<file path="src/rtl/button_event_gen.sv">
// button_event_gen: turns a debounced button level into press/release/long/repeat
// single-cycle events and keeps a running press counter.
module button_event_gen #(
    parameter int LONG_CYCLES   = 16,
    parameter int REPEAT_CYCLES = 8,
    parameter int CNT_W         = 16,
    parameter int PCNT_W        = 8
) (
    input  logic              clk,
    input  logic              rst_n,
    input  logic              pb_state,
    input  logic              clr_count,
    output logic              press_pulse,
    output logic              release_pulse,
    output logic              long_pulse,
    output logic              repeat_pulse,
    output logic              held,
    output logic [PCNT_W-1:0] press_count
);
    typedef enum logic [1:0] {IDLE, PRESSED, LONG} state_t;

    state_t             r_state, w_state_nxt;
    logic               r_pb_prev;
    logic [CNT_W-1:0]   r_hold_cnt, w_hold_nxt, r_rep_cnt, w_rep_nxt;
    logic [PCNT_W-1:0]  r_press_count;
    logic               r_press, r_release, r_long, r_repeat, r_held;
    logic               w_press, w_release, w_long, w_repeat;

    always_comb begin
        w_state_nxt = r_state;
        w_hold_nxt  = r_hold_cnt;
        w_rep_nxt   = r_rep_cnt;
        w_press     = 1'b0;
        w_release   = 1'b0;
        w_long      = 1'b0;
        w_repeat    = 1'b0;
        case (r_state)
            IDLE: begin
                if (pb_state && !r_pb_prev) begin
                    w_press     = 1'b1;
                    w_hold_nxt  = '0;
                    w_state_nxt = PRESSED;
                end
            end
            PRESSED: begin
                // release wins over a long event due on the same edge
                if (!pb_state) begin
                    w_release   = 1'b1;
                    w_state_nxt = IDLE;
                end else if (r_hold_cnt == CNT_W'(LONG_CYCLES - 1)) begin
                    w_long      = 1'b1;
                    w_rep_nxt   = '0;
                    w_state_nxt = LONG;
                end else begin
                    w_hold_nxt  = r_hold_cnt + 1'b1;
                end
            end
            LONG: begin
                if (!pb_state) begin
                    w_release   = 1'b1;
                    w_state_nxt = IDLE;
                end else if (r_rep_cnt == CNT_W'(REPEAT_CYCLES - 1)) begin
                    w_repeat    = 1'b1;
                    w_rep_nxt   = '0;
                end else begin
                    w_rep_nxt   = r_rep_cnt + 1'b1;
                end
            end
            default: w_state_nxt = IDLE;
        endcase
    end

    always_ff @(posedge clk or negedge rst_n) begin
        if (!rst_n) begin
            r_state       <= IDLE;
            r_pb_prev     <= 1'b0;
            r_hold_cnt    <= '0;
            r_rep_cnt     <= '0;
            r_press_count <= '0;
            r_press       <= 1'b0;
            r_release     <= 1'b0;
            r_long        <= 1'b0;
            r_repeat      <= 1'b0;
            r_held        <= 1'b0;
        end else begin
            r_state       <= w_state_nxt;
            r_pb_prev     <= pb_state;
            r_hold_cnt    <= w_hold_nxt;
            r_rep_cnt     <= w_rep_nxt;
            r_press_count <= (clr_count ? '0 : r_press_count) + PCNT_W'(w_press);
            r_press       <= w_press;
            r_release     <= w_release;
            r_long        <= w_long;
            r_repeat      <= w_repeat;
            r_held        <= (w_state_nxt != IDLE);
        end
    end

    assign press_pulse   = r_press;
    assign release_pulse = r_release;
    assign long_pulse    = r_long;
    assign repeat_pulse  = r_repeat;
    assign held          = r_held;
    assign press_count   = r_press_count;
endmodule

</file>
<file path="config.mk">
export PLATFORM = sky130hd
export DESIGN_NAME = button_event_gen
export DESIGN_NICKNAME = d
export VERILOG_FILES = /design/src/rtl/button_event_gen.sv
export SDC_FILE = /design/constraint.sdc
export NUM_CORES = 1
export LEC_CHECK = 0
export ABC_AREA = 1
export BUFFER_PORTS_ARGS = -buffer_cell sky130_fd_sc_hd__buf_2
export CORE_AREA = 10 10 96 98
export CTS_BUF_LIST = sky130_fd_sc_hd__clkbuf_4 sky130_fd_sc_hd__clkbuf_8 sky130_fd_sc_hd__clkbuf_16
export CTS_CLUSTER_DIAMETER = 100
export DETAILED_ROUTE_END_ITERATION = 16
export DIE_AREA = 0 0 106 108
export GPL_TIMING_DRIVEN = 0
export HOLD_SLACK_MARGIN = 0.12
export PLACE_DENSITY = 0.6
export SYNTH_ARGS = -nofsm -noshare
export SYNTH_HDL_FRONTEND = slang
export SYNTH_SLANG_ARGS = --single-unit
</file>
<file path="constraint.sdc">
create_clock -name clk -period 5.6 [get_ports clk]
set_input_delay 1.12 -clock clk [delete_from_list [all_inputs] [get_ports clk]]
set_output_delay 1.12 -clock clk [all_outputs]
set_load 0.02 [all_outputs]
</file>
==> results of run 1 <==
per-layer routing:
layer / vias to the layer above / share of wire, % / track usage (%)
met5: - / 0 / 0
met4: 0 / 1.1 / 3.58
met3: 6 / 4.4 / 2.97
met2: 42 / 47 / 20.2
met1: 1195 / 47 / 14.2
li1: 1338 / - / -
cells in the final DEF (no fill, tap or decap):
cell type	instances
sky130_fd_sc_hd__nand2_1	125
sky130_fd_sc_hd__nor2_1	62
sky130_fd_sc_hd__dfrtp_1	48
sky130_fd_sc_hd__inv_1	44
sky130_fd_sc_hd__nand3_1	37
sky130_fd_sc_hd__o21ai_0	21
sky130_fd_sc_hd__buf_2	21
sky130_fd_sc_hd__xor2_1	12
sky130_fd_sc_hd__nand4_1	12
sky130_fd_sc_hd__o21ai_1	8
sky130_fd_sc_hd__ha_1	8
sky130_fd_sc_hd__clkbuf_8	6
sky130_fd_sc_hd__nor3_1	5
sky130_fd_sc_hd__a21oi_1	4
sky130_fd_sc_hd__o21bai_1	4
sky130_fd_sc_hd__nor4_1	2
sky130_fd_sc_hd__clkbuf_1	2
sky130_fd_sc_hd__nand3b_1	2
sky130_fd_sc_hd__nand3_2	1
sky130_fd_sc_hd__xnor2_1	1
sky130_fd_sc_hd__nand2_2	1
sky130_fd_sc_hd__o21ai_2	1
sky130_fd_sc_hd__nor3b_1	1
sky130_fd_sc_hd__bufinv_16	1
sky130_fd_sc_hd__clkinv_4	1
cell type report:
| class | count | area [sq um] | area share, % |
|---|---|---|---|
| multi-input cells | 307 | 1460 | 45.7 |
| repair buffers | 16 | 80.1 | 2.51 |
| clock inverters | 2 | 38.8 | 1.22 |
| flip-flops and latches | 48 | 1200 | 37.7 |
| plain buffers | 7 | 32.5 | 1.02 |
| well taps | 102 | 128 | 4.01 |
| inverters | 44 | 165 | 5.19 |
| clock buffers | 6 | 82.6 | 2.59 |
flip-flops by register name, indices dropped and copies added, names as in the netlist:
| register | flops |
|---|---|
| held | 1 |
| r_state | 2 |
| release_pulse | 1 |
| repeat_pulse | 1 |
| press_count | 8 |
| press_pulse | 1 |
| r_hold_cnt | 16 |
| r_pb_prev | 1 |
| long_pulse | 1 |
| r_rep_cnt | 16 |
cell families after synthesis:
kind of cell	share of synthesized area, %
fa+ha+maj	3.51
simple gates	36.4
compound gates	7.14
flops	42.1
buf+inv	6.92
xor+xnor	3.99
worst max-delay path, cell delays in order:
cell                      delay, ns
sky130_fd_sc_hd__buf_2         0.14
sky130_fd_sc_hd__nand2_1       0.10
sky130_fd_sc_hd__nor2_1        0.22
sky130_fd_sc_hd__ha_1          0.21
sky130_fd_sc_hd__ha_1          0.14
sky130_fd_sc_hd__inv_1         0.05
sky130_fd_sc_hd__nor3_1        0.29
sky130_fd_sc_hd__nand4_1       0.15
sky130_fd_sc_hd__nand3_1       0.09
sky130_fd_sc_hd__o21ai_0       0.08
worst max path at each step:
| stage | end | slack (ns) |
|---|---|---|
| 3_5_place_dp | press_count[6] | 2.83 |
| 5_1_grt | press_count[6] | 2.92 |
| 2_1_floorplan | press_count[6] | 3.24 |
| 3_3_place_gp | press_count[6] | 2.85 |
| 4_1_cts | press_count[6] | 3.16 |
| 6_report | press_count[6] | 3.18 |
synth_stat cells (2+ instances only):
library cell / n / share of area [%]
sky130_fd_sc_hd__xor2_1: 12 / 3.7
sky130_fd_sc_hd__buf_2: 5 / 0.88
sky130_fd_sc_hd__nand3b_1: 2 / 0.53
sky130_fd_sc_hd__nor2_1: 62 / 8.2
sky130_fd_sc_hd__nand4_1: 12 / 2.6
sky130_fd_sc_hd__o21ai_0: 21 / 3.7
sky130_fd_sc_hd__clkbuf_1: 2 / 0.26
sky130_fd_sc_hd__inv_1: 44 / 5.8
sky130_fd_sc_hd__a21oi_1: 4 / 0.70
sky130_fd_sc_hd__o21bai_1: 4 / 1.1
sky130_fd_sc_hd__o21ai_1: 8 / 1.4
sky130_fd_sc_hd__nor4_1: 2 / 0.44
sky130_fd_sc_hd__ha_1: 8 / 3.5
sky130_fd_sc_hd__nor3_1: 5 / 0.88
sky130_fd_sc_hd__nand2_1: 125 / 16
sky130_fd_sc_hd__nand3_1: 37 / 6.5
sky130_fd_sc_hd__dfrtp_1: 48 / 42
metrics by stage:
step | setup slack (ns) | instances
floorplan | 3.24 | 406
global placement | 2.85 | 524
detailed placement | 2.83 | 524
CTS | 3.16 | 532
global route | 2.92 | 532
finish | 3.18 | 532
power by group through the flow:
| stage | Sequential, uW | Combinational, uW | Clock, uW |
|---|---|---|---|
| final | 378 | 193 | 271 |
| after global routing | 380 | 222 | 299 |
| after CTS | 378 | 200 | 282 |
| after detailed placement | 385 | 199 | 0 |
| after global placement | 384 | 197 | 0 |
| after floorplan | 395 | 124 | 0 |
==> reports/qor.tcl, run 1 <==
set qor(run_status) {completed}
set qor(floorplan.die_area_sq_um) 11400
set qor(power_frac_clock_pct) 32.2
set qor(gp_congestion) 0.843
set qor(hold_slack_ns) 0.520
set qor(detail_route.iter0.violations) 104
set qor(pwr_density_cell_nw_per_um2) 264
set qor(worst_slew_pin_slew_ns) 1.08
set qor(total_leakage_power_uw) 0.00149
set qor(wl_per_cell_um) 12.0
set qor(timing_hold_violations_final) 0
set qor(fp-row-count) 32
set qor(via_count) 2581
set qor(setup_viol) 0
set qor(synth_seq_area_share_pct) 42.1
set qor(antenna-diode-count) 0
set qor(clock_skew_ns) 0.0130
set qor(synth_area_sq_um) 2860
set qor(worstHoldPathType) {reg -> reg}
set qor(layout_worst_path_cycle_share_pct) 43.2
set qor(total_power_uw) 842
set qor(power.share.sequential_pct) 44.9
set qor(setup_repair_bufs_after_cts) 0
set qor(asyncSetResetFlopFracSynth_pct) 100
set qor(post_route_cells_drive_above_1_share_pct) 7.44
set qor(fp.dieH_um) 108
set qor(layout.filler_cells) 764
set qor(cts.root.buffer_cell) {sky130_fd_sc_hd__clkbuf_8}
set qor(critical_path.max_fanout) 6
set qor(synthesis.yosys.warnings) 0
set qor(r2r_setup_slack_ns) 3.45
set qor(postSynthRegisterBits) 48
set qor(crit-reg2reg-launch) {r_state[0]}
set qor(grt_start_max_net_pins) 49
set qor(wire_length_of_the_first_global_routing_pass_um) 11200
set qor(overflow) 0
set qor(synth.net_count) 418
set qor(crit_type) {in -> reg}
set qor(design.portCount) 17
set qor(timing.final.crit_period_ns) 2.42
set qor(placed_area_sq_um) 3060
set qor(h-tree-depth) 2
set qor(hold_end) {press_count[4]}
set qor(drt-vias-per-instance) 4.85
set qor(drt_drc_violations_left) 0
set qor(final_core_util_pct) 42.8
set qor(clock_tree_from_tritoncts) {done}
set qor(post_cts_resize_count) 0
set qor(flow.area_growth_from_synthesis_pct) 11.5
set qor(power.switching_fraction_pct) 33.2
set qor(detailedPlacementHpwl_um) 4740
set qor(maxCapViolations) 0
set qor(totalWireLength_um) 6390
set qor(design_area_sq_um) 3180
set qor(vias_in_the_first_global_route) 2439
set qor(design.core.area_sq_um) 7450
set qor(grt_setup_unrepaired) {no}
set qor(worstHoldPathCells) 1
set qor(synth_cell_type_count) 22
set qor(cts-buffers-inserted) 5
set qor(worstSetupEndpointType) {register}
set qor(grt_antenna_before_repair) 0
set qor(cell_internal_pwr_uw) 563
set qor(drt.antenna.violating_nets) 0
set qor(max_slew_margin_pct) 28.3
set qor(post_synth_edffs) 0
set qor(power.ir.vdd_worst_v) 0.000101
set qor(initial_utilization_pct) 38.3
set qor(grt.total_usage_pct) 11.7
set qor(critical_path.startpoint_type) {input pin}
set qor(ff2ff_path_depth) 11
set qor(syn-instance-count) 406
set qor(p_sw_uw) 279
set qor(crit_arrival_ns) 2.60
set qor(clk_pin_slew_ns) 0.09
set qor(holdCritStartpoint) {press_count[4]}
set qor(first_pass_detailed_route_iteration_total) 4
set qor(data_required_time_of_the_critical_path_ns) 5.78
set qor(insertion_delay_ns) 0.31
set qor(io_buffer_count) 16
set qor(finalNetCount) 441
set qor(die_width_um) 106
set qor(cts_hold_buffers) 0
set qor(totalNegativeSetupSlack_ns) 0
set qor(peak_freq_mhz) 414
set qor(synth_area_per_cell_sq_um) 7.03
set qor(capturing_point_of_the_worst_reg2reg_path) {press_count[6]}
set qor(share_of_total_power_in_combinational_logic_pct) 23.0
set qor(fin_max_slew_vios) 0
set qor(clk_path_buf_depth) 2
set qor(clkSinkCount) 48
set qor(ys_dominant_reg_cell) {sky130_fd_sc_hd__dfrtp_1}
set qor(crit_path_start) {pb_state}
No activity file was read; power rests on OpenSTA's default activity.
==> inputs of run 2 (changes only) <==
Settings changed: PLACE_DENSITY 0.6 to 0.62.
Clock period 5.6 ns to 2 ns, I/O delays scaled along.
==> reports/qor.tcl, run 2 (synthesized netlist as in run 1, its figures left out) <==
set qor(clk_path_buf_depth) 2 ;# unchanged
set qor(via_count) 2598 ;# +0.66%
set qor(final_cell_mix) {sky130_fd_sc_hd__nand2_1, sky130_fd_sc_hd__nor2_1, sky130_fd_sc_hd__dfrtp_1}
set qor(cts.root.buffer_cell) {sky130_fd_sc_hd__clkbuf_8}
set qor(hold_slack_ns) 0.273 ;# -0.247 ns
set qor(design.portCount) 17 ;# unchanged
set qor(cell_internal_pwr_uw) 1560 ;# +180%
set qor(critical_path.startpoint_type) {register}
set qor(p_sw_uw) 798 ;# +190%
set qor(die_width_um) 106 ;# unchanged
set qor(design.core.area_sq_um) 7450 ;# unchanged
set qor(overflow) 0 ;# unchanged
set qor(power.ir.vdd_worst_v) 0.000522 ;# +420%
set qor(finalNetCount) 444 ;# +0.68%
set qor(worstHoldPathType) {in -> reg}
set qor(timing_hold_violations_final) 0 ;# unchanged
set qor(grt.total_usage_pct) 11.6 ;# -0.12 points
set qor(fp-row-count) 32 ;# unchanged
set qor(setup_viol) 0 ;# unchanged
set qor(layout_worst_path_cycle_share_pct) 93.2
set qor(detail_route.iter0.violations) 82 ;# -21%
set qor(r2r_setup_slack_ns) 0.14 ;# -3.31 ns
set qor(layout.filler_cells) 766 ;# +0.26%
set qor(drt_drc_violations_left) 0 ;# unchanged
set qor(vias_in_the_first_global_route) 2557 ;# +4.8%
set qor(floorplan.die_area_sq_um) 11400 ;# unchanged
set qor(grt_start_max_net_pins) 49 ;# unchanged
set qor(drt.antenna.violating_nets) 0 ;# unchanged
set qor(data_required_time_of_the_critical_path_ns) 2.20 ;# -3.58 ns
set qor(timing.final.crit_period_ns) 1.86
set qor(clock_tree_from_tritoncts) {done}
set qor(h-tree-depth) 2 ;# unchanged
set qor(clkSinkCount) 48 ;# unchanged
set qor(power.share.sequential_pct) 44.7 ;# -0.2 points
set qor(max_slew_margin_pct) 28.4 ;# +0.13 points
set qor(peak_freq_mhz) 536
set qor(worst_slew_pin_slew_ns) 1.07 ;# -0.00199 ns
set qor(worstSetupEndpointType) {register}
set qor(insertion_delay_ns) 0.31 ;# about the same
set qor(initial_utilization_pct) 38.3 ;# unchanged
set qor(pwr_density_cell_nw_per_um2) 732 ;# +180%
set qor(flow.area_growth_from_synthesis_pct) 12.8
set qor(post_route_cells_drive_above_1_share_pct) 9.01 ;# +1.6 points
set qor(clk_pin_slew_ns) 0.10 ;# about the same
set qor(maxCapViolations) 0 ;# unchanged
set qor(gp_congestion) 0.880 ;# +4.4%
set qor(critical_path.max_fanout) 4 ;# -2
set qor(place_ws_ns) -0.167 ;# -3.00 ns
set qor(power_frac_clock_pct) 30.8 ;# -1.4 points
set qor(fin_max_slew_vios) 0 ;# unchanged
set qor(crit_arrival_ns) 2.06 ;# -0.54 ns
set qor(drt-vias-per-instance) 4.86 ;# about the same
set qor(clock_skew_ns) 0.0156 ;# +0.00263 ns
set qor(grt_antenna_before_repair) 0 ;# unchanged
set qor(total_leakage_power_uw) 0.00151 ;# +1.6%
set qor(crit_type) {reg -> reg}
set qor(detailedPlacementHpwl_um) 4710 ;# -0.70%
set qor(antenna-diode-count) 0 ;# unchanged
set qor(cts-buffers-inserted) 5 ;# unchanged
set qor(finalWorstSetupSlack_ns) 0.136 ;# -3.05 ns
set qor(first_pass_detailed_route_iteration_total) 4 ;# unchanged
set qor(wire_length_of_the_first_global_routing_pass_um) 11300 ;# +0.43%
set qor(share_of_total_power_in_combinational_logic_pct) 24.5 ;# +1.5 points
set qor(totalWireLength_um) 6370 ;# -0.31%
set qor(final_common_cell) {sky130_fd_sc_hd__nand2_1}
set qor(fp.dieH_um) 108 ;# unchanged
set qor(power.switching_fraction_pct) 33.9 ;# +0.70 points
set qor(io_buffer_count) 16 ;# unchanged
set qor(run_status) {completed}
set qor(wl_per_cell_um) 11.9 ;# -0.87%
==> run 2: cell count changes in the layout (fill, tap and decap cells not counted) <==
cell,previous run,this run
sky130_fd_sc_hd__ha_1,8,7
sky130_fd_sc_hd__inv_6,0,1
sky130_fd_sc_hd__nor2_1,62,61
sky130_fd_sc_hd__nor2_4,0,1
sky130_fd_sc_hd__buf_4,0,3
sky130_fd_sc_hd__nor3_4,0,1
sky130_fd_sc_hd__clkinv_4,1,0
sky130_fd_sc_hd__ha_2,0,1
sky130_fd_sc_hd__inv_1,44,43
sky130_fd_sc_hd__clkinvlp_4,0,1
sky130_fd_sc_hd__inv_2,0,1
sky130_fd_sc_hd__clkbuf_8,6,5
sky130_fd_sc_hd__nor3_1,5,4
==> run 2: stage by stage <==
step	util [%]	power, uW	instances	setup TNS (ns)	area, sq um
after floorplan	-	1450	406	0	2860
after global placement	41.1	1620	524	-0.112	3060
after detailed placement	41.1	1630	524	-0.171	3060
after CTS	42.8	2380	532	0	3190
after global routing	43.3	2520	535	-0.00310	3220
final	43.3	2360	535	0	3220
==> run 2: routing by layer <==
metal / global-route usage (%) / wire [um] / up-vias
met5: 0 / 0 / -
met3: 3.15 / 297 / 11
li1: - / - / 1349
met1: 13.8 / 2970 / 1198
met2: 19.4 / 2990 / 40
met4: 4.93 / 108 / 0
==> run 2: repair_timing <==
item | CTS | global route
buffers inserted | 0 | 3
setup endpoints to repair | 2 | 2
hold buffers | 0 | 0
pin swaps | 1 | 1
resized for setup | 3 | 3
==> run 2: worst max-delay path, cell delays in order, from the launching register on <==
cell,delay (ns)
sky130_fd_sc_hd__dfrtp_1,0.41
sky130_fd_sc_hd__inv_1,0.10
sky130_fd_sc_hd__ha_2,0.19
sky130_fd_sc_hd__inv_2,0.06
sky130_fd_sc_hd__nor2_4,0.13
sky130_fd_sc_hd__ha_1,0.18
sky130_fd_sc_hd__ha_1,0.15
sky130_fd_sc_hd__inv_1,0.07
sky130_fd_sc_hd__nor3_4,0.19
sky130_fd_sc_hd__nand4_1,0.11
sky130_fd_sc_hd__nand3_1,0.08
sky130_fd_sc_hd__o21ai_0,0.08
==> run 2: final cells by class <==
cell class                      instances  area (sq um)  share of cell area [%]
Clock inverter                          3          46.3                    1.44
Buffer                                  7          32.5                    1.01
Inverter                               44           165                    5.13
Clock buffer                            5          68.8                    2.14
Multi-Input combinational cell        307          1480                    45.9
Sequential cell                        48          1200                    37.3
Timing Repair Buffer                   19           103                    3.18
Tap cell                              102           128                    3.96
==> run 2: final timing paths <==
| check | endpoint | from | cells after the start |
|---|---|---|---|
| max in group asynchronous | r_hold_cnt[14] | rst_n | 1 |
| worst max-delay path | press_count[6] | r_state[1] | 11 |
| worst max register to register | press_count[6] | r_state[1] | 11 |
| worst min register to register | press_count[5] | press_count[5] | 1 |
| min in group asynchronous | press_count[5] | rst_n | 1 |
| worst min-delay path | r_pb_prev | pb_state | 1 |
==> run 2: power groups by stage <==
| stage | combinational, uW | clock [uW] | sequential [uW] |
|---|---|---|---|
| global route | 658 | 802 | 1060 |
| detailed placement | 556 | 0 | 1080 |
| floorplan | 347 | 0 | 1100 |
| global placement | 548 | 0 | 1070 |
| finish | 578 | 725 | 1050 |
| CTS | 567 | 760 | 1060 |
==> inputs of run 3 (changes only) <==
Settings changed: CORE_AREA 10 10 96 98 to 10 10 92 102, DIE_AREA 0 0 106 108 to 0 0 102 112.
==> reports/qor.tcl, run 3 (synthesized netlist as in run 1, its figures left out) <==
set qor(cp_peak_stage_delay_ns) 0.42 ;# about the same
set qor(gp_congestion) 0.857 ;# -2.6%
set qor(maxCapViolations) 0 ;# unchanged
set qor(grt.total_usage_pct) 11.6 ;# +0.031 points
set qor(r2r_setup_slack_ns) 0.15 ;# about the same
set qor(layout.filler_cells) 737 ;# -3.8%
set qor(total_leakage_power_uw) 0.00152 ;# +0.47%
set qor(antenna-diode-count) 0 ;# unchanged
set qor(post_route_cells_drive_above_1_share_pct) 10.1 ;# +1.1 points
set qor(via_count) 2575 ;# -0.89%
set qor(drt-vias-per-instance) 4.93 ;# +1.6%
set qor(flow.area_growth_from_synthesis_pct) 12.8 ;# about the same
set qor(final_cell_mix) {sky130_fd_sc_hd__nand2_1, sky130_fd_sc_hd__nor2_1, sky130_fd_sc_hd__dfrtp_1}
set qor(clock_skew_ns) 0.0145 ;# -0.00110 ns
set qor(multi_input_area_sq_um) 1480 ;# +0.17%
set qor(timing.final.crit_period_ns) 1.85 ;# -0.0110 ns
set qor(layout_worst_path_cycle_share_pct) 92.7 ;# -0.55 points
set qor(power.ir.vdd_worst_v) 0.000391 ;# -25%
set qor(worstSetupEndpointType) {register}
set qor(floorplan.die_area_sq_um) 11400 ;# -0.21%
set qor(clk_pin_slew_ns) 0.10 ;# about the same
set qor(drt_drc_violations_left) 0 ;# unchanged
set qor(clkSinkCount) 48 ;# unchanged
set qor(clock_tree_from_tritoncts) {done}
set qor(timing.critical_path.buf_inv) 3 ;# unchanged
set qor(critical_path.max_fanout) 4 ;# unchanged
set qor(cp_cell_sequence) {inv_2, ha_2, inv_2, nor2_4, ha_2, ha_1, inv_1, nor3_4, nand4_1, nand3_1, o21ai_0}
set qor(final_common_cell) {sky130_fd_sc_hd__nand2_1}
set qor(grt_antenna_before_repair) 0 ;# unchanged
set qor(die_width_um) 102 ;# -3.8%
set qor(timing.critical_path.to) {press_count[6]}
set qor(initial_utilization_pct) 38.8 ;# +0.51 points
set qor(vias_in_the_first_global_route) 2474 ;# -3.2%
set qor(total_power_uw) 2370 ;# +0.58%
set qor(crit_type) {reg -> reg}
set qor(data_required_time_of_the_critical_path_ns) 2.20 ;# about the same
set qor(overflow) 0 ;# unchanged
set qor(cts-buffers-inserted) 5 ;# unchanged
set qor(insertion_delay_ns) 0.30 ;# about the same
set qor(first_pass_detailed_route_iteration_total) 4 ;# unchanged
set qor(fp-row-count) 33 ;# +3.1%
set qor(drt.antenna.violating_nets) 0 ;# unchanged
set qor(cts_hold_buffers) 0 ;# unchanged
set qor(cts.root.buffer_cell) {sky130_fd_sc_hd__clkbuf_8}
set qor(detail_route.iter0.violations) 60 ;# -27%
set qor(crit-reg2reg-launch) {r_state[0]}
set qor(slowest_stage) {sky130_fd_sc_hd__dfrtp_1}
set qor(clk_path_buf_depth) 2 ;# unchanged
set qor(worstHoldPathType) {in -> async}
set qor(grt_start_max_net_pins) 49 ;# unchanged
set qor(run_status) {completed}
set qor(wl_per_cell_um) 12.2 ;# +2.1%
set qor(critical_path.startpoint_type) {register}
set qor(setup_viol) 0 ;# unchanged
set qor(io_buffer_count) 16 ;# unchanged
set qor(pwr_density_cell_nw_per_um2) 736 ;# +0.61%
set qor(critical_path_cell_count) 11 ;# unchanged
set qor(fp.dieH_um) 112 ;# +3.7%
set qor(max_slew_margin_pct) 28.9 ;# +0.54 points
set qor(peak_freq_mhz) 540 ;# +0.59%
set qor(crit_arrival_ns) 2.05 ;# about the same
set qor(capturing_point_of_the_worst_reg2reg_path) {press_count[6]}
set qor(worst_slew_pin_slew_ns) 1.07 ;# -0.00812 ns
set qor(wire_length_of_the_first_global_routing_pass_um) 11200 ;# -0.67%
set qor(totalWireLength_um) 6350 ;# -0.35%
set qor(detailedPlacementHpwl_um) 4730 ;# +0.45%
set qor(finalNetCount) 446 ;# +0.45%
set qor(path_delay_family) {adder cells}
set qor(area.sequential_sq_um) 1200 ;# unchanged
set qor(ff2ff_path_depth) 11 ;# unchanged
set qor(design.portCount) 17 ;# unchanged
set qor(crit_path_start) {r_state[0]}
set qor(timing_hold_violations_final) 0 ;# unchanged
set qor(h-tree-depth) 2 ;# unchanged
set qor(final_core_util_pct) 43.8 ;# +0.56 points
set qor(design.core.area_sq_um) 7350 ;# -1.3%
set qor(fin_max_slew_vios) 0 ;# unchanged
## run 3: worst min path at each step
stage                           endpoint  slack [ns]
after CTS                      r_pb_prev        0.27
after global routing           r_pb_prev        0.27
after floorplan                     held        0.10
after detailed placement  press_count[5]        0.51
after global placement    press_count[6]        0.50
final                     press_count[2]        0.28
## run 3: area by class of cell
cell class	instances	area share, %
clock buffers	5	2.14
well taps	87	3.38
inverters	44	5.13
clock inverters	3	1.44
multi-input cells	307	46.0
flip-flops and latches	48	37.3
repair buffers	21	3.65
plain buffers	7	1.01
## run 3: per-stage QoR
stage / setup WS, ns / setup TNS (ns) / hold slack, ns / cell area, sq um / cells
floorplan: 0.130 / 0 / 0.104 / 2860 / 406
global placement: -0.0877 / -0.0877 / 0.503 / 3040 / 509
detailed placement: -0.186 / -0.196 / 0.512 / 3040 / 509
CTS: 0.0201 / 0 / 0.272 / 3170 / 517
global route: -0.00227 / -0.00227 / 0.269 / 3220 / 522
finish: 0.147 / 0 / 0.280 / 3220 / 522
## run 3: timing repair
action | in CTS | in global routing
gates resized for setup | 2 | 7
setup endpoints to repair | 2 | 6
setup buffers | 0 | 5
pin swaps | 1 | 3
## run 3: worst register-to-register path: stages (launching register included)
cell,delay [ns]
sky130_fd_sc_hd__dfrtp_1,0.42
sky130_fd_sc_hd__inv_2,0.09
sky130_fd_sc_hd__ha_2,0.20
sky130_fd_sc_hd__inv_2,0.07
sky130_fd_sc_hd__nor2_4,0.10
sky130_fd_sc_hd__ha_2,0.19
sky130_fd_sc_hd__ha_1,0.13
sky130_fd_sc_hd__inv_1,0.07
sky130_fd_sc_hd__nor3_4,0.18
sky130_fd_sc_hd__nand4_1,0.14
sky130_fd_sc_hd__nand3_1,0.09
sky130_fd_sc_hd__o21ai_0,0.07
## run 3: layer usage
metal	GRT usage, %	part of all wire [%]
met5	0	0
met4	3.30	1.2
met3	2.60	3.8
met2	19.8	49
met1	14.2	46
## run 3: where the power goes
group          total, uW  internal [uW]  switching [uW]
sequential          1060           1020            34.6
combinational        585            167             418
clock                728            377             351
